File: src/rtl/pi_pkg.sv
// Shared definitions for the priority-interrupt arbiter: FSM states, CONO PI
// control bit positions, CONI PI field positions and a level decoder.
package pi_pkg;

    typedef enum logic [0:0] {
        PI_IDLE = 1'b0,
        PI_REQ  = 1'b1
    } pi_state_t;

    // CONO PI control bits (PDP-10 numbering, bit 35 = LSB)
    localparam int CONO_DROP_PROG = 22;
    localparam int CONO_CLR       = 23;
    localparam int CONO_INIT      = 24;
    localparam int CONO_LVL_ON    = 25;
    localparam int CONO_LVL_OFF   = 26;
    localparam int CONO_SYS_OFF   = 27;
    localparam int CONO_SYS_ON    = 28;
    // Level l (1..7) of a CONO level mask sits at bit CONO_LVL_BASE + l
    localparam int CONO_LVL_BASE  = 28;

    // CONI PI field positions; level fields place level l at BASE + l
    localparam int CONI_TIMEOUT   = 0;
    localparam int CONI_PROG_BASE = 10;
    localparam int CONI_HELD_BASE = 20;
    localparam int CONI_ON        = 28;
    localparam int CONI_ACT_BASE  = 28;

    // One-hot [1:7] mask for a level number; level 0 yields an empty mask
    function automatic logic [1:7] lvl_onehot(input logic [2:0] lvl);
        logic [1:7] mask;
        mask = '0;
        for (int l = 1; l <= 7; l++) begin
            if (lvl == 3'(l)) begin
                mask[l] = 1'b1;
            end
        end
        return mask;
    endfunction

endpackage

File: src/rtl/pi_prio_enc.sv
// Priority encoder over PI levels: returns the number of the lowest-numbered
// (highest-priority) set level, or 0 when no level is set.
module pi_prio_enc (
    input  logic [1:7] in_vec,
    output logic [2:0] idx
);

    // Scan from the lowest priority upward so the highest priority wins last
    always_comb begin
        idx = 3'd0;
        for (int i = 7; i >= 1; i--) begin
            if (in_vec[i]) begin
                idx = 3'(i);
            end
        end
    end

endmodule

File: src/rtl/pi_arb.sv
// Priority-interrupt arbiter. Merges APR, EBUS device and program requests
// into a single level-tagged request to the EBOX, tracks the on/active/held/
// program-request state set by CONO PI and presents it as the CONI PI word.
import pi_pkg::*;

module pi_arb #(
    parameter int ACK_TIMEOUT = 15
) (
    input  logic         clk,
    input  logic         RESET,
    input  logic         apr_interrupt,
    input  logic [2:0]   apr_pia,
    input  logic [1:7]   dev_req,
    input  logic         cono_pi,
    input  logic [18:35] ebus_data,
    input  logic         pi_ack,
    input  logic         pi_dismiss,
    output logic         pi_req,
    output logic [2:0]   pi_lvl,
    output logic         pi_timeout,
    output logic [0:35]  coni_pi
);

    pi_state_t  state;
    logic [4:0] cnt;
    logic       sys_on;
    logic [1:7] active;
    logic [1:7] held;
    logic [1:7] prog;

    logic [1:7] req;
    logic [1:7] elig;
    logic       blocked;
    logic [2:0] win_lvl;
    logic [2:0] dis_lvl;

    logic [1:7] cono_lvl;
    logic       cono_clr;
    logic       on_nxt;
    logic [1:7] active_nxt;
    logic [1:7] prog_nxt;
    logic [1:7] held_nxt;
    logic       lvl_live;

    // Bits 18..21 of the CONO word carry no PI function
    logic unused_ebus;
    assign unused_ebus = &{1'b0, ebus_data[18:21]};

    assign cono_lvl = ebus_data[29:35];
    assign cono_clr = cono_pi & ebus_data[CONO_CLR];

    // Merge request sources and mask by enable, activation and held levels;
    // a held level blocks itself and every lower priority
    always_comb begin
        req     = '0;
        elig    = '0;
        blocked = 1'b0;
        for (int l = 1; l <= 7; l++) begin
            req[l]  = dev_req[l] | prog[l] | (apr_interrupt && (apr_pia == 3'(l)));
            blocked = blocked | held[l];
            elig[l] = sys_on & active[l] & req[l] & ~blocked;
        end
    end

    pi_prio_enc u_win_enc (
        .in_vec (elig),
        .idx    (win_lvl)
    );

    pi_prio_enc u_dis_enc (
        .in_vec (held),
        .idx    (dis_lvl)
    );

    // CONO PI effect on enable, activation and program requests; when a
    // set and a clear of the same thing coincide, the clear wins
    always_comb begin
        on_nxt     = sys_on;
        active_nxt = active;
        prog_nxt   = prog;
        if (cono_pi) begin
            if (ebus_data[CONO_INIT]) begin
                prog_nxt = prog_nxt | cono_lvl;
            end
            if (ebus_data[CONO_DROP_PROG]) begin
                prog_nxt = prog_nxt & ~cono_lvl;
            end
            if (ebus_data[CONO_LVL_ON]) begin
                active_nxt = active_nxt | cono_lvl;
            end
            if (ebus_data[CONO_LVL_OFF]) begin
                active_nxt = active_nxt & ~cono_lvl;
            end
            if (ebus_data[CONO_SYS_ON]) begin
                on_nxt = 1'b1;
            end
            if (ebus_data[CONO_SYS_OFF]) begin
                on_nxt = 1'b0;
            end
        end
    end

    // Dismiss acts on the held set as it stood, then an acknowledge adds its level
    always_comb begin
        held_nxt = held;
        if (pi_dismiss) begin
            held_nxt = held_nxt & ~lvl_onehot(dis_lvl);
        end
        if ((state == PI_REQ) && pi_ack) begin
            held_nxt = held_nxt | lvl_onehot(pi_lvl);
        end
    end

    // A pending request survives only while PI stays on and its level stays active
    assign lvl_live = on_nxt & (|(active_nxt & lvl_onehot(pi_lvl)));

    // PI system state registers, cleared by reset or CONO clear
    always_ff @(posedge clk) begin
        if (RESET || cono_clr) begin
            sys_on <= 1'b0;
            active <= '0;
            held   <= '0;
            prog   <= '0;
        end else begin
            sys_on <= on_nxt;
            active <= active_nxt;
            held   <= held_nxt;
            prog   <= prog_nxt;
        end
    end

    // Request handshake FSM: latch the winner, hold it until ack, abort or timeout
    always_ff @(posedge clk) begin
        if (RESET || cono_clr) begin
            state      <= PI_IDLE;
            pi_lvl     <= 3'd0;
            cnt        <= 5'd0;
            pi_timeout <= 1'b0;
        end else begin
            case (state)
                PI_IDLE: begin
                    if (win_lvl != 3'd0) begin
                        state  <= PI_REQ;
                        pi_lvl <= win_lvl;
                        cnt    <= 5'd0;
                    end
                end
                PI_REQ: begin
                    if (pi_ack) begin
                        state  <= PI_IDLE;
                        pi_lvl <= 3'd0;
                    end else if (!lvl_live) begin
                        state  <= PI_IDLE;
                        pi_lvl <= 3'd0;
                    end else if (cnt == 5'(ACK_TIMEOUT - 1)) begin
                        state      <= PI_IDLE;
                        pi_lvl     <= 3'd0;
                        pi_timeout <= 1'b1;
                    end else begin
                        cnt <= cnt + 5'd1;
                    end
                end
                default: begin
                    state  <= PI_IDLE;
                    pi_lvl <= 3'd0;
                end
            endcase
        end
    end

    assign pi_req = (state == PI_REQ);

    // CONI PI word assembled purely from registered state
    always_comb begin
        coni_pi = '0;
        coni_pi[CONI_TIMEOUT] = pi_timeout;
        coni_pi[CONI_ON]      = sys_on;
        for (int l = 1; l <= 7; l++) begin
            coni_pi[CONI_PROG_BASE + l] = prog[l];
            coni_pi[CONI_HELD_BASE + l] = held[l];
            coni_pi[CONI_ACT_BASE + l]  = active[l];
        end
    end

endmodule

File: config.mk
export PLATFORM = sky130hd
export DESIGN_NAME = pi_arb
export DESIGN_NICKNAME = d
export VERILOG_FILES = /design/src/rtl/pi_pkg.sv /design/src/rtl/pi_prio_enc.sv /design/src/rtl/pi_arb.sv
export SDC_FILE = /design/constraint.sdc
export NUM_CORES = 1
export LEC_CHECK = 0
export ABC_AREA = 1
export CAP_MARGIN = 20
export CORE_AREA = 3 3 71 73
export CTS_BUF_LIST = sky130_fd_sc_hd__clkbuf_8
export DETAILED_ROUTE_END_ITERATION = 12
export DIE_AREA = 0 0 74 76
export PLACE_DENSITY = 0.87
export SKIP_CTS_REPAIR_TIMING = 1
export SYNTH_ARGS = -nofsm -noshare
export SYNTH_HDL_FRONTEND = slang
export SYNTH_HIERARCHICAL = 1
export SYNTH_SLANG_ARGS = --single-unit
File: constraint.sdc
create_clock -name clk -period 2.9 [get_ports clk]
set_input_delay 0.58 -clock clk [delete_from_list [all_inputs] [get_ports clk]]
set_output_delay 0.58 -clock clk [all_outputs]
set_load 0.05 [all_outputs]
==> impl_metrics.tcl <==
set metrics [dict create \
    grt_pass1_wl_um 9430 \
    min_path_type "reg -> reg" \
    first_iter_violations 130 \
    io_pins 75 \
    grt_pass1_vias 2087 \
    synth_seq_area_share 0.312 \
    antenna_found_initial 0 \
    synthFlopType "dfxtp_1" \
    path_cells "clkdlybuf4s50_1 -> inv_1 -> nor2_1 -> a311oi_1 -> nor4_1 -> buf_4 -> nor2_2 -> a21oi_1 -> nor3_1 -> or2_2 -> nand2_2 -> nand2_1 -> a21oi_2" \
    syn_inst 310 \
    layout-drive-gt1-share 0.126 \
    cts-htree-levels 2 \
    fin_total_pwr_uw 1000 \
    path_buf_inv 3 \
    vias 2203 \
    synth.distinct_cells 34 \
    gr-total-overflow 0 \
    final_common_cell "nand2_1" \
    drt-vias-per-instance 5.20 \
    whs_ps 483 \
    seqCellArea_um2 641 \
    hpwl_um 4580 \
    syn_area_mm2 0.00206 \
    die_area_mm2 0.00562 \
    final_hold_viol_count 0 \
    start_kind "input pin" \
    p_leak_uw 0.00111 \
    root_buffer "clkbuf_8" \
    yosysWarnings 6 \
    cts_max_path_buffers 2 \
    clock_latency_ps 280 \
    critPathCaptureType "flip-flop" \
    rsz0062_at_grt "no" \
    post_dp_cell_area_mm2 0.00264 \
    fin_tns_setup_ps 0 \
    wl_um 5660 \
    grt_usage 0.209 \
    cap_violations 0 \
    max-slew-margin-rel 0.651 \
    fin_crit_sh 0.931 \
    avgSynthCellArea_um2 6.63 \
    slowest_stage "clkdlybuf4s50_1" \
    n_antenna_cell 0 \
    die_height_um 76 \
    firstDrtPassIters 4 \
    worst_pin_slew_ps 521 \
    max_stage_delay_ps 510 \
    final_cell_area_mm2 0.00274 \
    power_density_mw_per_mm2 366 \
    rows 24 \
    synth-edff-count 0 \
    wl_per_cell_um 13.3 \
    die_w_um 74 \
    cts_tree "built" \
    fmax_mhz 371 \
    setup_violations 0 \
    fill_cells 395 \
    ys_ff_latch 32 \
    port_buffers 57 \
    grt_max_degree 25 \
    worstPathMaxFanout 6 \
    numCtsBuffers 5 \
    ir_drop_uv 281 \
    status "finished, final reports clean" \
    path_clk_slew_ps 60 \
    arrival_ps 2920 \
    crit_family "simple AND/OR/NAND/NOR gates" \
    multi_input_area_mm2 0.00115 \
    drcViolationCount 0 \
    min_period_ps 2700 \
    core_area_mm2 0.00441 \
    place_congestion 0.854 \
    slew_viol_final 0 \
    final_cell_mix "nand2_1, clkdlybuf4s50_1, inv_1" \
    critPathKind "in -> reg" \
    final_antenna_net_count 0 \
    area_growth_pct 33.4 \
    clock-sinks 32 \
    final_nets 407 \
    async_flop_share 0 \
    start_util 0.466 \
    crit_required_ps 3120 \
    finalClockSkew_ps 5.22 \
]
power by group:
group / internal, uW / switching (uW)
Combinational: 69.1 / 133
Clock: 189 / 155
Sequential: 448 / 8.21
Total: 706 / 296
cell type report:
class	count	area share
inverter	47	0.0644
multi-input combinational	222	0.420
timing repair buffer	63	0.225
clock buffer	6	0.0301
tap	52	0.0237
clock inverter	2	0.00365
sequential	32	0.234
registers in the layout, summed over array words and instances, names as in the netlist:
name        cells
active          7
cnt             5
held            7
pi_lvl          3
pi_req          1
pi_timeout      1
prog            7
sys_on          1
per-layer routing:
metal / track usage / part of all wire
met1: 0.275 / 0.42
met2: 0.354 / 0.51
met3: 0.0396 / 0.068
met4: 0.0380 / 0.0058
met5: 0 / 0
Yosys cell counts (2+ instances only):
library cell	instances	area [um2]
nand2_1	64	240
inv_1	41	154
nand3_1	33	165
nor2_1	33	124
dfxtp_1	32	641
a21oi_1	18	90.1
buf_4	16	120
a21oi_2	7	61.3
o21ai_0	7	35.0
a221oi_1	6	52.6
inv_2	6	22.5
nand2_2	6	37.5
nor4_1	5	31.3
nor2_2	4	25.0
a211oi_1	3	22.5
a311oi_1	3	26.3
buf_2	3	15.0
xor2_1	3	26.3
ha_1	2	25.0
nand3_2	2	20.0
nor3_1	2	10.0
or2_2	2	12.5
cells by family after synthesis:
logic type | synth area share
xor+xnor | 0.0128
fa+ha+maj | 0.0122
other cells | 0.00182
buf+inv | 0.155
simple gates | 0.357
compound gates | 0.149
flops | 0.312
worst reg2reg max path, delay by kind of cell (launching register included):
family	cells	cell delay (ps)
AO/OA/AOI/OAI	2	340
AND/OR/NAND/NOR	12	1640
flip-flops	1	390
buffers and inverters	2	140
through the flow:
step                cells   util  setup slack (ps)
floorplan             322      -               420
global placement      416  0.598             -56.8
detailed placement    416  0.598              -109
CTS                   424  0.619               168
global route          424  0.621              51.3
finish                424  0.621               201
worst paths after layout:
path / cells after the start / end / slack (ps) / startpoint
min reg2reg: 2 / pi_timeout / 480 / pi_timeout
max: 13 / cnt[3] / 200 / apr_pia[0]
max reg2reg: 16 / cnt[3] / 350 / held[1]
min: 2 / pi_timeout / 480 / pi_timeout
Note: power is estimated with default switching activity, not from simulation.
